`config.mk`:
```
export PLATFORM = sky130hd
export DESIGN_NAME = trace_stream_rx_flat
export DESIGN_NICKNAME = d
export VERILOG_FILES = /design/src/rtl/trace_pkg.sv /design/src/rtl/trace_stream_rx_if.sv /design/src/rtl/trace_sync_edge.sv /design/src/rtl/trace_stream_rx.sv /design/src/flat_wrapper.sv
export SDC_FILE = /design/constraint.sdc
export NUM_CORES = 1
export LEC_CHECK = 0
export CORE_UTILIZATION = 40
export CTS_CLUSTER_DIAMETER = 150
export DETAILED_ROUTE_END_ITERATION = 10
export SLEW_MARGIN = 25
export SYNTH_ARGS = -nofsm -noshare
export SYNTH_HDL_FRONTEND = slang
export SYNTH_HIERARCHICAL = 1
export SYNTH_SLANG_ARGS = --single-unit
```
`constraint.sdc`:
```
create_clock -name fastclk -period 4.7 [get_ports fastclk]
set_input_delay 0.705 -clock fastclk [delete_from_list [all_inputs] [get_ports fastclk]]
set_output_delay 0.705 -clock fastclk [all_outputs]
set_load 0.05 [all_outputs]
```
`src/rtl/trace_pkg.sv`:
```
// Shared definitions for the 32016 debug trace stream: line layout, frame sizes
// and the frame decoder used by the receiver.
package trace_pkg;

    localparam int STROBE_BIT = 7;
    localparam int LAST_BIT   = 6;
    localparam int GROUP_W    = 6;
    localparam int PC_GROUPS  = 5;
    localparam int WR_GROUPS  = 11;
    localparam int SR_W       = WR_GROUPS * GROUP_W;
    localparam int GRP_CNT_W  = 4;

    localparam logic [1:0] WR_MARKER = 2'b10;

    typedef enum logic {
        REC_PC = 1'b0,
        REC_WR = 1'b1
    } rec_type_t;

    typedef enum logic [1:0] {
        ST_HUNT,
        ST_IDLE,
        ST_RECV
    } rx_state_t;

    typedef struct packed {
        logic        ok;
        rec_type_t   rtype;
        logic [23:0] addr;
        logic [31:0] data;
        logic [3:0]  be;
    } rec_t;

    // sr is right-aligned: the last group received sits in bits [5:0].
    function automatic rec_t frame_decode(input logic [SR_W-1:0]      sr,
                                          input logic [GRP_CNT_W-1:0] groups);
        rec_t r;
        r = '0;
        if (groups == GRP_CNT_W'(PC_GROUPS)) begin
            r.ok    = (sr[5:0] == 6'd0);
            r.rtype = REC_PC;
            r.addr  = sr[29:6];
        end else if (groups == GRP_CNT_W'(WR_GROUPS)) begin
            r.ok    = (sr[65:62] == 4'd0) && (sr[5:4] == WR_MARKER);
            r.rtype = REC_WR;
            r.addr  = sr[61:38];
            r.data  = sr[37:6];
            r.be    = sr[3:0];
        end
        return r;
    endfunction

endpackage

```
`src/rtl/trace_stream_rx_if.sv`:
```
// Decoded trace record channel: valid/ready handshake plus record payload.
interface trace_stream_rx_if;

    logic        rec_valid;
    logic        rec_ready;
    logic        rec_type;
    logic [23:0] rec_addr;
    logic [31:0] rec_data;
    logic [3:0]  rec_be;

    modport master (
        output rec_valid,
        output rec_type,
        output rec_addr,
        output rec_data,
        output rec_be,
        input  rec_ready
    );

    modport slave (
        input  rec_valid,
        input  rec_type,
        input  rec_addr,
        input  rec_data,
        input  rec_be,
        output rec_ready
    );

endinterface

```
`src/rtl/trace_sync_edge.sv`:
```
// Synchronises the asynchronous trace port into fastclk and flags rising strobe
// edges; group data and last flag are taken from the same synchronised word.
module trace_sync_edge
    import trace_pkg::*;
#(
    parameter int SYNC_STAGES = 2
) (
    input  logic               fastclk,
    input  logic               rst_b,
    input  logic [7:0]         trace_in,
    output logic [GROUP_W-1:0] grp_data,
    output logic               grp_last,
    output logic               edge_det
);

    // Chain resets to a high strobe so a line already idling high is not an edge.
    localparam logic [7:0] IDLE_LINE = 8'(1 << STROBE_BIT);

    logic [SYNC_STAGES-1:0][7:0] chain_reg;
    logic                        strobe_prev_reg;
    logic [7:0]                  s;

    assign s = chain_reg[SYNC_STAGES-1];

    always_ff @(posedge fastclk or negedge rst_b) begin
        if (!rst_b) begin
            chain_reg       <= {SYNC_STAGES{IDLE_LINE}};
            strobe_prev_reg <= 1'b1;
        end else begin
            chain_reg       <= {chain_reg[SYNC_STAGES-2:0], trace_in};
            strobe_prev_reg <= s[STROBE_BIT];
        end
    end

    assign edge_det = s[STROBE_BIT] & ~strobe_prev_reg;
    assign grp_data = s[GROUP_W-1:0];
    assign grp_last = s[LAST_BIT];

endmodule

```
`src/rtl/trace_stream_rx.sv`:
```
// Trace stream receiver: frames 6-bit groups, decodes PC / IO-write records and
// presents them on a valid/ready channel with error and statistics outputs.
module trace_stream_rx
    import trace_pkg::*;
#(
    parameter int SYNC_STAGES = 2,
    parameter int TIMEOUT     = 64,
    parameter int CNT_W       = 16
) (
    input  logic              fastclk,
    input  logic              rst_b,
    input  logic [7:0]        trace_in,
    trace_stream_rx_if.master rec,
    output logic              frame_err,
    output logic              overrun,
    output logic [CNT_W-1:0]  pc_cnt,
    output logic [CNT_W-1:0]  wr_cnt,
    output logic [CNT_W-1:0]  err_cnt
);

    localparam int                    TO_W    = $clog2(TIMEOUT + 1);
    localparam logic [TO_W-1:0]       TO_LAST = TO_W'(TIMEOUT - 1);
    localparam logic [GRP_CNT_W-1:0]  GRP_OVF = GRP_CNT_W'(WR_GROUPS + 1);

    logic [GROUP_W-1:0] grp_data;
    logic               grp_last;
    logic               edge_det;

    trace_sync_edge #(
        .SYNC_STAGES(SYNC_STAGES)
    ) u_sync (
        .fastclk (fastclk),
        .rst_b   (rst_b),
        .trace_in(trace_in),
        .grp_data(grp_data),
        .grp_last(grp_last),
        .edge_det(edge_det)
    );

    rx_state_t            state_reg, state_next;
    logic [GRP_CNT_W-1:0] grp_reg, grp_next;
    logic [SR_W-1:0]      sr_reg, sr_next;
    logic [TO_W-1:0]      idle_cnt_reg, idle_cnt_next;

    logic [SR_W-1:0]      sr_shift;
    logic [GRP_CNT_W-1:0] grp_inc;
    rec_t                 dec;
    logic                 timeout_hit;
    logic                 err_evt;
    logic                 good_evt;

    assign sr_shift    = {sr_reg[SR_W-GROUP_W-1:0], grp_data};
    assign grp_inc     = grp_reg + GRP_CNT_W'(1);
    assign dec         = frame_decode(sr_shift, grp_inc);
    assign timeout_hit = (idle_cnt_reg == TO_LAST);

    always_comb begin
        state_next    = state_reg;
        grp_next      = grp_reg;
        sr_next       = sr_reg;
        idle_cnt_next = idle_cnt_reg;
        err_evt       = 1'b0;
        good_evt      = 1'b0;
        unique case (state_reg)
            // Resynchronising: wait for a frame end or a quiet line.
            ST_HUNT: begin
                if (edge_det) begin
                    idle_cnt_next = '0;
                    if (grp_last) begin
                        state_next = ST_IDLE;
                        grp_next   = '0;
                    end
                end else if (timeout_hit) begin
                    state_next    = ST_IDLE;
                    grp_next      = '0;
                    idle_cnt_next = '0;
                end else begin
                    idle_cnt_next = idle_cnt_reg + TO_W'(1);
                end
            end
            ST_IDLE: begin
                idle_cnt_next = '0;
                if (edge_det) begin
                    sr_next = {{(SR_W-GROUP_W){1'b0}}, grp_data};
                    if (grp_last) begin
                        err_evt  = 1'b1;
                        grp_next = '0;
                    end else begin
                        state_next = ST_RECV;
                        grp_next   = GRP_CNT_W'(1);
                    end
                end
            end
            ST_RECV: begin
                if (edge_det) begin
                    idle_cnt_next = '0;
                    sr_next       = sr_shift;
                    grp_next      = grp_inc;
                    if (grp_last) begin
                        state_next = ST_IDLE;
                        grp_next   = '0;
                        good_evt   = dec.ok;
                        err_evt    = ~dec.ok;
                    end else if (grp_inc == GRP_OVF) begin
                        err_evt    = 1'b1;
                        state_next = ST_HUNT;
                        grp_next   = '0;
                    end
                end else if (timeout_hit) begin
                    err_evt       = 1'b1;
                    state_next    = ST_IDLE;
                    grp_next      = '0;
                    idle_cnt_next = '0;
                end else begin
                    idle_cnt_next = idle_cnt_reg + TO_W'(1);
                end
            end
            default: state_next = ST_HUNT;
        endcase
    end

    always_ff @(posedge fastclk or negedge rst_b) begin
        if (!rst_b) begin
            state_reg    <= ST_HUNT;
            grp_reg      <= '0;
            sr_reg       <= '0;
            idle_cnt_reg <= '0;
        end else begin
            state_reg    <= state_next;
            grp_reg      <= grp_next;
            sr_reg       <= sr_next;
            idle_cnt_reg <= idle_cnt_next;
        end
    end

    function automatic logic [CNT_W-1:0] sat_inc(input logic [CNT_W-1:0] v);
        return (&v) ? v : v + CNT_W'(1);
    endfunction

    // A good decode with the held record still unaccepted is dropped as an overrun.
    always_ff @(posedge fastclk or negedge rst_b) begin
        if (!rst_b) begin
            rec.rec_valid <= 1'b0;
            rec.rec_type  <= 1'b0;
            rec.rec_addr  <= '0;
            rec.rec_data  <= '0;
            rec.rec_be    <= '0;
            frame_err     <= 1'b0;
            overrun       <= 1'b0;
            pc_cnt        <= '0;
            wr_cnt        <= '0;
            err_cnt       <= '0;
        end else begin
            frame_err <= err_evt;
            overrun   <= 1'b0;
            if (err_evt) begin
                err_cnt <= sat_inc(err_cnt);
            end
            if (good_evt && rec.rec_valid && !rec.rec_ready) begin
                overrun <= 1'b1;
                err_cnt <= sat_inc(err_cnt);
            end else if (good_evt) begin
                rec.rec_valid <= 1'b1;
                rec.rec_type  <= dec.rtype;
                rec.rec_addr  <= dec.addr;
                rec.rec_data  <= dec.data;
                rec.rec_be    <= dec.be;
                if (dec.rtype == REC_WR) begin
                    wr_cnt <= sat_inc(wr_cnt);
                end else begin
                    pc_cnt <= sat_inc(pc_cnt);
                end
            end else if (rec.rec_valid && rec.rec_ready) begin
                rec.rec_valid <= 1'b0;
            end
        end
    end

endmodule
```
`src/flat_wrapper.sv`:
```
// flat-port wrapper written by rule: the top's interface ports become plain ports
module trace_stream_rx_flat import trace_pkg::*;
#(
    parameter int SYNC_STAGES = 2,
    parameter int TIMEOUT     = 64,
    parameter int CNT_W       = 16
)
  (fastclk, rst_b, trace_in, frame_err, overrun, pc_cnt, wr_cnt, err_cnt, rec_rec_valid, rec_rec_type, rec_rec_addr, rec_rec_data, rec_rec_be, rec_rec_ready);
  trace_stream_rx_if rec_i ();
  input  logic fastclk;
  input  logic rst_b;
  input  logic [7:0] trace_in;
  output logic frame_err;
  output logic overrun;
  output logic [CNT_W-1:0] pc_cnt;
  output logic [CNT_W-1:0] wr_cnt;
  output logic [CNT_W-1:0] err_cnt;
  output wire logic [$bits(rec_i.rec_valid)-1:0] rec_rec_valid;
  output wire logic [$bits(rec_i.rec_type)-1:0] rec_rec_type;
  output wire logic [$bits(rec_i.rec_addr)-1:0] rec_rec_addr;
  output wire logic [$bits(rec_i.rec_data)-1:0] rec_rec_data;
  output wire logic [$bits(rec_i.rec_be)-1:0] rec_rec_be;
  input wire logic [$bits(rec_i.rec_ready)-1:0] rec_rec_ready;
  assign rec_rec_valid = rec_i.rec_valid;
  assign rec_rec_type = rec_i.rec_type;
  assign rec_rec_addr = rec_i.rec_addr;
  assign rec_rec_data = rec_i.rec_data;
  assign rec_rec_be = rec_i.rec_be;
  assign rec_i.rec_ready = rec_rec_ready;
  trace_stream_rx #(.SYNC_STAGES(SYNC_STAGES), .TIMEOUT(TIMEOUT), .CNT_W(CNT_W)) u_core (.fastclk(fastclk), .rst_b(rst_b), .trace_in(trace_in), .rec(rec_i), .frame_err(frame_err), .overrun(overrun), .pc_cnt(pc_cnt), .wr_cnt(wr_cnt), .err_cnt(err_cnt));
endmodule
```
# Word-level counts from Yosys, hierarchy flattened
# Cells that the tools add are included.
[word_totals]
latchBits = 0
rom_bits = 0
output_inout_bits = 112
ramBits = 0
n_memories = 0
ff_bits = 202
word_cells = 108
[classes]
bitwise = 7
mul = 0
n_shift = 0
reduce_logical = 24
add_sub_neg = 5
div_mod_pow = 0
muxes = 43
order_cmp = 0
n_eq_ne = 12
[ops]
columns = ["cell", "count"]
rows = [
  ["2-to-1 mux 60 bit", 2],
  ["case mux 60 bit (2 select lines)", 1],
  ["2-to-1 mux 62 bit", 1],
  ["adder 16 x 1 -> 16 bit (second input constant)", 3],
  ["2-to-1 mux 16 bit", 3],
  ["AND reduction 16 bit", 3],
  ["2-to-1 mux 36 bit", 1],
  ["2-to-1 mux 4 bit", 7],
  ["2-to-1 mux 26 bit", 1],
  ["2-to-1 mux 2 bit", 8],
  ["2-to-1 mux 7 bit", 2],
  ["case mux 7 bit (2 select lines)", 1],
  ["2-to-1 mux 1 bit", 13],
  ["case mux 4 bit (3 select lines)", 1],
  ["AND reduction 4 bit", 3],
  ["== test 4 bit (second input constant)", 2],
  ["nonzero test 2 bit", 4],
  ["adder 7 x 1 -> 7 bit (second input constant)", 1],
  ["== test 7 x 6 -> 1 bit (second input constant)", 1],
  ["logical NOT 6 bit", 1],
  ["NOT 1 bit", 6],
  ["case mux 2 bit (3 select lines)", 1],
  ["AND reduction 3 bit", 2],
  ["adder 4 x 1 -> 4 bit (second input constant)", 1],
  ["other kinds (16)", 22],
]

# Logic depth before layout (Yosys ltp)
# Gate-level depths: netlist of the first run.
[logic_depth]
ltp_word = 11
ltp_mapped = 12
mapped_depth_nobuf = 10

# By module
# Netlist of the first run, hierarchy kept.
[by_module_without_submodules]
columns = ["module", "cells_per_inst", "seq_area_each_um2", "n_inst", "area_each_um2"]
rows = [
  ["trace_stream_rx", 741, 4629.4, 1, 7931.4],
  ["trace_sync_edge", 24, 429.2, 1, 488.0],
]

# Worst setup path before layout of the first run
# OpenSTA, ideal clock, no wires.
[synth_path]
path_type = "reg2reg"
from = "register u_core.sr_reg[57]"
to = "register u_core.err_cnt[14]"
slack_ns = 2.267
synth_period_minus_slack_ns = 2.433
n_path_buf = 0
arrival_time_ns = 2.305
stages_incl_launch_ff = 9
required_time_ns = 4.572
cell_sequence = "dfrtp_1 > or4_4 > nor3_2 > o2bb2a_4 > and3_4 > nor3_4 > nor2_1 > nor4_1 > mux2_1"
[synth_via]
elab_chain_cells = 10
[synth_lines]
columns = ["item", "line_no", "source"]
rows = [
  ["from (decl)", "trace_stream_rx.sv:42", "logic [SR_W-1:0] sr_reg, sr_next;"],
  ["from (signal assigned)", "trace_stream_rx.sv:131", "sr_reg <= sr_next;"],
  ["logical NOT 4 bit (*)", "trace_pkg.sv:44", "r.ok = (sr[65:62] == 4'd0) && (sr[5:4] == WR_MARKER);"],
  ["logical AND 1 bit (*)", "trace_pkg.sv:44", ""],
  ["2-to-1 mux 62 bit (*)", "trace_pkg.sv:43", "end else if (groups == GRP_CNT_W'(WR_GROUPS)) begin"],
  ["2-to-1 mux 26 bit (*)", "trace_pkg.sv:39", "if (groups == GRP_CNT_W'(PC_GROUPS)) begin"],
  ["2-to-1 mux 1 bit", "trace_stream_rx.sv:99", "if (grp_last) begin"],
  ["2-to-1 mux 1 bit", "trace_stream_rx.sv:95", "if (edge_det) begin"],
  ["2-to-1 mux 1 bit", "trace_stream_rx.sv:64", "unique case (state_reg)"],
  ["logical AND 1 bit (2 in series)", "trace_stream_rx.sv:159", "if (good_evt && rec.rec_valid && !rec.rec_ready) begin"],
  ["2-to-1 mux 16 bit or nonzero test 2 bit (tied branches)", "-", ""],
  ["to (signal assigned)", "trace_stream_rx.sv:157", "err_cnt <= sat_inc(err_cnt);"],
  ["to (signal assigned)", "trace_stream_rx.sv:161", "err_cnt <= sat_inc(err_cnt);"],
  ["to (decl)", "trace_stream_rx.sv:18", "output logic [CNT_W-1:0] err_cnt"],
]
# Every way passes the cells marked *; elsewhere a longest branch is shown, timed or not.
# A chain may end at the register's enable or synchronous reset.

# Worst setup path after layout of the first run
[layout_path]
from = "register u_core.u_sync.chain_reg, in the netlist u_core/u_sync/s[0]"
to = "register u_core.wr_cnt[1]"
[layout_via]
elab_chain_cells = 9
[layout_lines]
columns = ["item", "line_no", "source"]
rows = [
  ["from (decl)", "trace_sync_edge.sv:19", "logic [SYNC_STAGES-1:0][7:0] chain_reg;"],
  ["from (signal assigned)", "trace_sync_edge.sv:27", "chain_reg <= {SYNC_STAGES{IDLE_LINE}};"],
  ["from (signal assigned)", "trace_sync_edge.sv:30", "chain_reg <= {chain_reg[SYNC_STAGES-2:0], trace_in};"],
  ["logical NOT 6 bit (*)", "trace_pkg.sv:40", "r.ok = (sr[5:0] == 6'd0);"],
  ["2-to-1 mux 26 bit (*)", "trace_pkg.sv:39", ""],
  ["2-to-1 mux 1 bit (*)", "trace_stream_rx.sv:99", ""],
  ["2-to-1 mux 1 bit (*)", "trace_stream_rx.sv:95", ""],
  ["2-to-1 mux 1 bit (*)", "trace_stream_rx.sv:64", ""],
  ["logical AND 1 bit (2 in series)", "trace_stream_rx.sv:159", ""],
  ["NOT 1 bit (no source line)", "-", ""],
  ["AND reduction 4 bit (no source line) (*)", "-", ""],
  ["to (signal assigned)", "trace_stream_rx.sv:169", "wr_cnt <= sat_inc(wr_cnt);"],
  ["to (decl)", "trace_stream_rx.sv:17", "output logic [CNT_W-1:0] wr_cnt,"],
]
# Marked as above.

==> results of run 1 <==
cells by family (layout without fill, tap and decap cells):
| family | after synthesis | in the layout |
|---|---|---|
| and+or+nand+nor | 262 | 262 |
| DFF | 202 | 202 |
| AOI/OAI and AO/OA | 180 | 180 |
| buffers and inverters | 57 | 181 |
| xor gates and xnor gates | 40 | 40 |
| adders and majority gates | 12 | 12 |
| muxes | 12 | 12 |
path summary, 6_finish.rpt:
check / end / slack, ns
min reg2reg: u_core/u_sync/s[5] / 0.34
max reg2reg: u_core/wr_cnt[1] / 1.86
max: u_core/wr_cnt[1] / 1.86
max in group asynchronous: u_core/rec.rec_data[25] / 3.34
min: u_core/pc_cnt[9] / 0.24
min in group fastclk: u_core/u_sync/s[5] / 0.34
metal layers:
| layer | vias to the layer above | wire [microns] | global-route usage, % |
|---|---|---|---|
| met4 | 0 | 314 | 4.124 |
| met3 | 22 | 855 | 2.857 |
| met1 | 2948 | 9498 | 27.79 |
| met5 | - | 0 | 0 |
| li1 | 2897 | - | - |
| met2 | 147 | 8283 | 26.44 |
cell type report:
cell class	instances	area, sq um
clock inverters	7	93.84
clock buffers	35	650.6
repair buffers	129	1294
flip-flops and latches	202	5059
well taps	270	337.8
multi-input cells	506	3146
inverters	10	37.54
fillers	1854	9812
worst reg2reg max path, delay by kind of cell, from the launching register on:
family,cells,cell delay [ns]
muxes,1,0.36
DFF,1,0.40
and+or+nand+nor,6,1.98
layout by cell type, fill, tap and decap left out, types with 12 or more instances in the layout:
cell	instances
clkdlybuf4s50_1	121
a22oi_1	24
nand4_1	13
a22o_1	55
clkbuf_16	23
ha_1	12
nand2_1	127
nand3_1	28
o21ai_0	12
dfrtp_1	199
o21ai_1	65
xor2_1	18
xnor2_1	22
nor2_1	31
where the power goes:
| group | total, uW | internal (uW) | switching (uW) |
|---|---|---|---|
| combinational | 523 | 222 | 301 |
| sequential | 2100 | 1900 | 208 |
| clock | 1750 | 1070 | 680 |
| total | 4370 | 3180 | 1190 |
per-stage QoR:
stage	util [%]	area (sq um)	cells
2_1_floorplan	-	8419	765
5_1_grt	51.97	10620	1159
4_1_cts	51.95	10610	1159
3_5_place_dp	48.31	9869	1117
6_report	51.97	10620	1159
3_3_place_gp	48.31	9869	1117
==> flow_summary_export.csv, run 1 <==
group,metric,value,unit
route,via_count,6014,
die,die_w,147.1,microns
logic_synthesis,synthAdderAreaFrac,1.783,%
cts,tritoncts,"done",
place,gp_congestion,0.8139,
logic_synthesis,synthTopCellsByCount,"dfrtp_1, nand2_1, o21ai_1, a22o_1, clkbuf_1",
cells_and_area,largest_reg_flops,60,
timing,post-route-period-util,60.45,%
critical_path,startpoint,"u_core/u_sync/s[0]",
cells_and_area,fin_nets,895,
critical_path,worstPathCellList,"nor4_1 -> nand3_1 -> or3_1 -> nand3_1 -> and4b_1 -> and2_1 -> mux2_1",
cts,ctsLongestPathBuffers,3,
logic_synthesis,synth.most_common_cell,"dfrtp_1",
pwr,ir_worst_vdd,275.4,uV
die,io_pins,123,
timing,final_max_slew_viol_count,0,
logic_synthesis,synthMuxAreaShare,1.605,%
critical_path,slowest_stage,"nor4_1",
critical_path,slowest_delay,0.54,ns
timing,worst_pin_slew,0.8219,ns
route,via_per_inst,5.189,
logic_synthesis,synth_top_cell_by_area,"dfrtp_1",
cts,clk_pin_slew,0.06,ns
timing,skew,0.01517,ns
pwr,p_leak,0.004601,uW
timing,finalHoldViolations,0,
cts,clock-root-buffer,"clkbuf_16",
logic_synthesis,synth_warnings,6,
critical_path,timing.rr.start,"u_core/u_sync/s[0]",
grt,grt_pass1_vias,5811,
logic_synthesis,ys.flop_type,"dfrtp_1",
worst_hold_path,hold_path.class,"in2async",
pwr,power,4372,uW
die,dieArea,21630,sq um
logic_synthesis,synth-simple-area-share,15.02,%
logic_synthesis,synthArstFlopShare,100.0,%
critical_path,worst_setup_path_end_kind,"flip-flop",
grt,grt_max_degree,122,
logic_synthesis,syn_inst,765,
critical_path,cp_common_cell,"nand3_1",
logic_synthesis,synth_top_family_by_area,"simple AND/OR/NAND/NOR gates",
critical_path,reg2reg_depth,7,
timing,hold_ws,0.2361,ns
cts,numClockSinks,202,
logic_synthesis,syn-num-nets,788,
grt,grt_antenna_before_repair,0,
critical_path,cp_num_cells,7,
route,detail_route.iter0.violations,349,
cells_and_area,area_growth,26.11,%
place,portBuffers,122,
cells_and_area,drive_gt1_share,7.537,%
die,rows,52,
logic_synthesis,yosys.area_share.xor_xnor,4.161,%
route,postRouteWirelength,18950,microns
run_status,status,"complete, no violations",
logic_synthesis,synth_top_area_share,59.15,%
critical_path,path_delay_family,"simple AND/OR/NAND/NOR gates",
logic_synthesis,ys_seq_area_share,60.08,%
timing,fin_setup_tns,0,ns
route,wl_per_cell,16.35,microns
die,initial_core_util,41.21,%
timing,relSlewSlack,45.00,%
route,drtAntennaViolNets,0,
critical_path,worstPathArrival,3.23,ns
cells_and_area,diodes,0,
timing,layout_min_cycle_time,2.841,ns
critical_path,critPathMaxFanout,9,
pwr,p_per_area,411.7,nW/um^2
cts,ctsHoldBuffers,0,
job,maxCapViolCount,0,
die,core_region_area,20430,sq um
timing,setup_ws,1.859,ns
cts,ctsHtreeMaxLevel,1,
grt,grt_overflow,0,
logic_synthesis,synth-edff-count,0,
route,first_pass_iters,4,
logic_synthesis,synthesis.area,8419,sq um
die,fp.dieH,147.1,microns
logic_synthesis,ys_top_cells_by_area,"dfrtp_1, a22o_1, nand2_1",
route,drc_errors,0,
timing,setup_viol,0,
grt,grt_pass1_wl,31480,microns
place,dp_hpwl,12320,microns
cts,postCtsSetupBuffers,0,
logic_synthesis,ys_ff_latch,202,
logic_synthesis,synth_compound_area_share,14.50,%
logic_synthesis,synth_cell_types,51,
critical_path,crit_type,"reg2reg",
critical_path,critPathLaunchType,"flip-flop",
timing,rsz0062_at_grt,"false",
logic_synthesis,syn_avg_cell_area,11.01,sq um
critical_path,required,5.09,ns
cts,postCtsResizedCells,0,
place,dp_slack,1.834,ns
cts,clock_latency,0.50,ns
cts,cts-buffers-inserted,23,
timing,fmax,352.0,MHz
grt,track_usage,18.00,%
critical_path,path_buf_inv,0,
Power figures use the tool's default switching activity.
==> run 2, diff against run 1 <==
==> constraint.sdc (replaced) <==
create_clock -name fastclk -period 2.5 [get_ports fastclk]
set_input_delay 0.375 -clock fastclk [delete_from_list [all_inputs] [get_ports fastclk]]
set_output_delay 0.375 -clock fastclk [all_outputs]
set_load 0.05 [all_outputs]
==> flow_summary_export.csv, run 2 (synthesized netlist as in run 1, its figures left out) <==
group,metric,value,unit
run_status,status,"complete, no violations",
timing,fmax,401.5,MHz
timing,hold_ws,0.2851,ns
grt,grt_use_met1,28.06,%
cells_and_area,utilization,54.26,%
route,wl_per_cell,16.20,microns
cells_and_area,most-common-layout-cells,"dfrtp_1, nand2_1, clkdlybuf4s50_1",
place,dp_hpwl,12920,microns
cells_and_area,largest_reg_flops,60,
route,drc_errors,0,
timing,final_max_slew_viol_count,0,
critical_path,timing.rr.start,"u_core/sr_reg[57]",
pwr,p_per_area,782.5,nW/um^2
cts,cts-buffers-inserted,22,
route,detail_route.iter0.violations,401,
timing,relSlewSlack,55.93,%
cts,numClockSinks,202,
grt,grt_max_degree,122,
cts,clk_pin_slew,0.06,ns
grt,grt_overflow,0,
route,postRouteWirelength,19350,microns
critical_path,rr_endpoint,"u_core/err_cnt[14]",
critical_path,crit_type,"reg2reg",
cells_and_area,final_common_cell,"dfrtp_1",
cells_and_area,layout.cells.non_filler,1194,
place,portBuffers,122,
cts,tritoncts,"done",
timing,post-route-period-util,99.62,%
critical_path,worstPathArrival,2.87,ns
critical_path,r2r_setup_slack,0.009,ns
timing,skew,0.008846,ns
cts,ctsHtreeMaxLevel,1,
timing,setup_viol,0,
cells_and_area,n_fill_cell,1835,
timing,layout_min_cycle_time,2.491,ns
cts,ctsLongestPathBuffers,3,
cells_and_area,fin_nets,931,
die,io_pins,123,
cts,clock_latency,0.50,ns
cells_and_area,drive_gt1_share,13.42,%
worst_hold_path,whs_endpoint,"u_core/u_sync/chain_reg[7]",
grt,grtUsageMet2,26.91,%
timing,rsz0062_at_grt,"true",
die,initial_core_util,41.21,%
die,die_w,147.1,microns
cells_and_area,seq_area,5060,sq um
die,rows,52,
die,fp.dieH,147.1,microns
pwr,p_leak,0.004855,uW
pwr,ir_worst_vdd,444.4,uV
critical_path,critPathLaunchType,"flip-flop",
job,maxCapViolCount,0,
place,dp_cells,1150,
cells_and_area,multi_input_area,3224,sq um
critical_path,worst_setup_path_end_kind,"flip-flop",
place,gp_congestion,0.7888,
critical_path,critPathMaxFanout,4,
grt,busiest_layer,"met1",
grt,track_usage,18.23,%
worst_hold_path,hold_path.class,"in2reg",
timing,finalHoldViolations,0,
cts,clock-root-buffer,"clkbuf_16",
grt,grt_antenna_before_repair,0,
die,dieArea,21630,sq um
critical_path,required,2.88,ns
die,core_region_area,20430,sq um
worst_hold_path,min_delay_path_depth,1,
route,via_count,6184,
worst_hold_path,min-delay-start,"trace_in[7]",
cells_and_area,area_growth,31.65,%
timing,worst_pin_slew,0.6542,ns
route,first_pass_iters,5,
pwr,power,8673,uW
grt,grt_pass1_wl,31720,microns
route,drtAntennaViolNets,0,
cells_and_area,diodes,0,
critical_path,reg2reg_depth,8,
grt,grt_pass1_vias,5969,
grt,met3_usage,2.795,%
route,via_per_inst,5.179,
[run 2: worst max path at each step]
stage | from | to | depth (start not counted)
after global routing | u_core/grp_reg[1] | u_core/err_cnt[14] | 10
after CTS | u_core/grp_reg[0] | u_core/err_cnt[14] | 9
after floorplan | u_core/sr_reg[57] | u_core/err_cnt[14] | 8
final | u_core/sr_reg[57] | u_core/err_cnt[14] | 8
after global placement | u_core/sr_reg[57] | u_core/err_cnt[14] | 8
after detailed placement | u_core/u_sync/s[0] | u_core/err_cnt[14] | 9
[run 2: report_power, final]
part	internal (uW)	total, uW	switching [uW]
clock network	2310	3610	1300
registers	3560	3940	378
logic	501	1120	617
[run 2: worst max-delay path: stages (launching register included)]
cell and delay (ns):
dfrtp_1 0.37, or4_4 0.54, nor3_4 0.15, o2bb2a_4 0.18, and3_4 0.20, nor3_4 0.22
nor2_4 0.07, nor4_2 0.29, mux2_1 0.35
[run 2: area by class of cell]
class	count	share of cell area, %
inverter	10	0.3386
sequential	202	45.65
multi-input combinational	506	29.09
clock buffer	28	5.723
tap	270	3.048
clock inverter	12	1.727
timing repair buffer	166	14.43
[run 2: per-layer routing]
layer,part of all wire (%),vias up
met3,4.9,23
met1,49,3040
li1,-,2966
met4,1.8,0
met5,0,-
met2,44,155
[run 2: stage by stage]
stage | instance area, sq um | worst slack (ns) | TNS (ns)
4_1_cts | 11010 | 0.0002194 | 0
6_report | 11080 | 0.009450 | 0
5_1_grt | 11080 | -0.09625 | -0.4649
2_1_floorplan | 8419 | 0.06706 | 0
3_3_place_gp | 10140 | -0.01320 | -0.01320
3_5_place_dp | 10140 | -0.1374 | -0.9241
[run 2: what timing repair did]
item	CTS	global route
pin swaps	6	3
hold buffers	1	0
hold endpoints to repair	64	0
buffers inserted	1	2
resized for setup	6	15
endpoints found under the setup margin	21	41
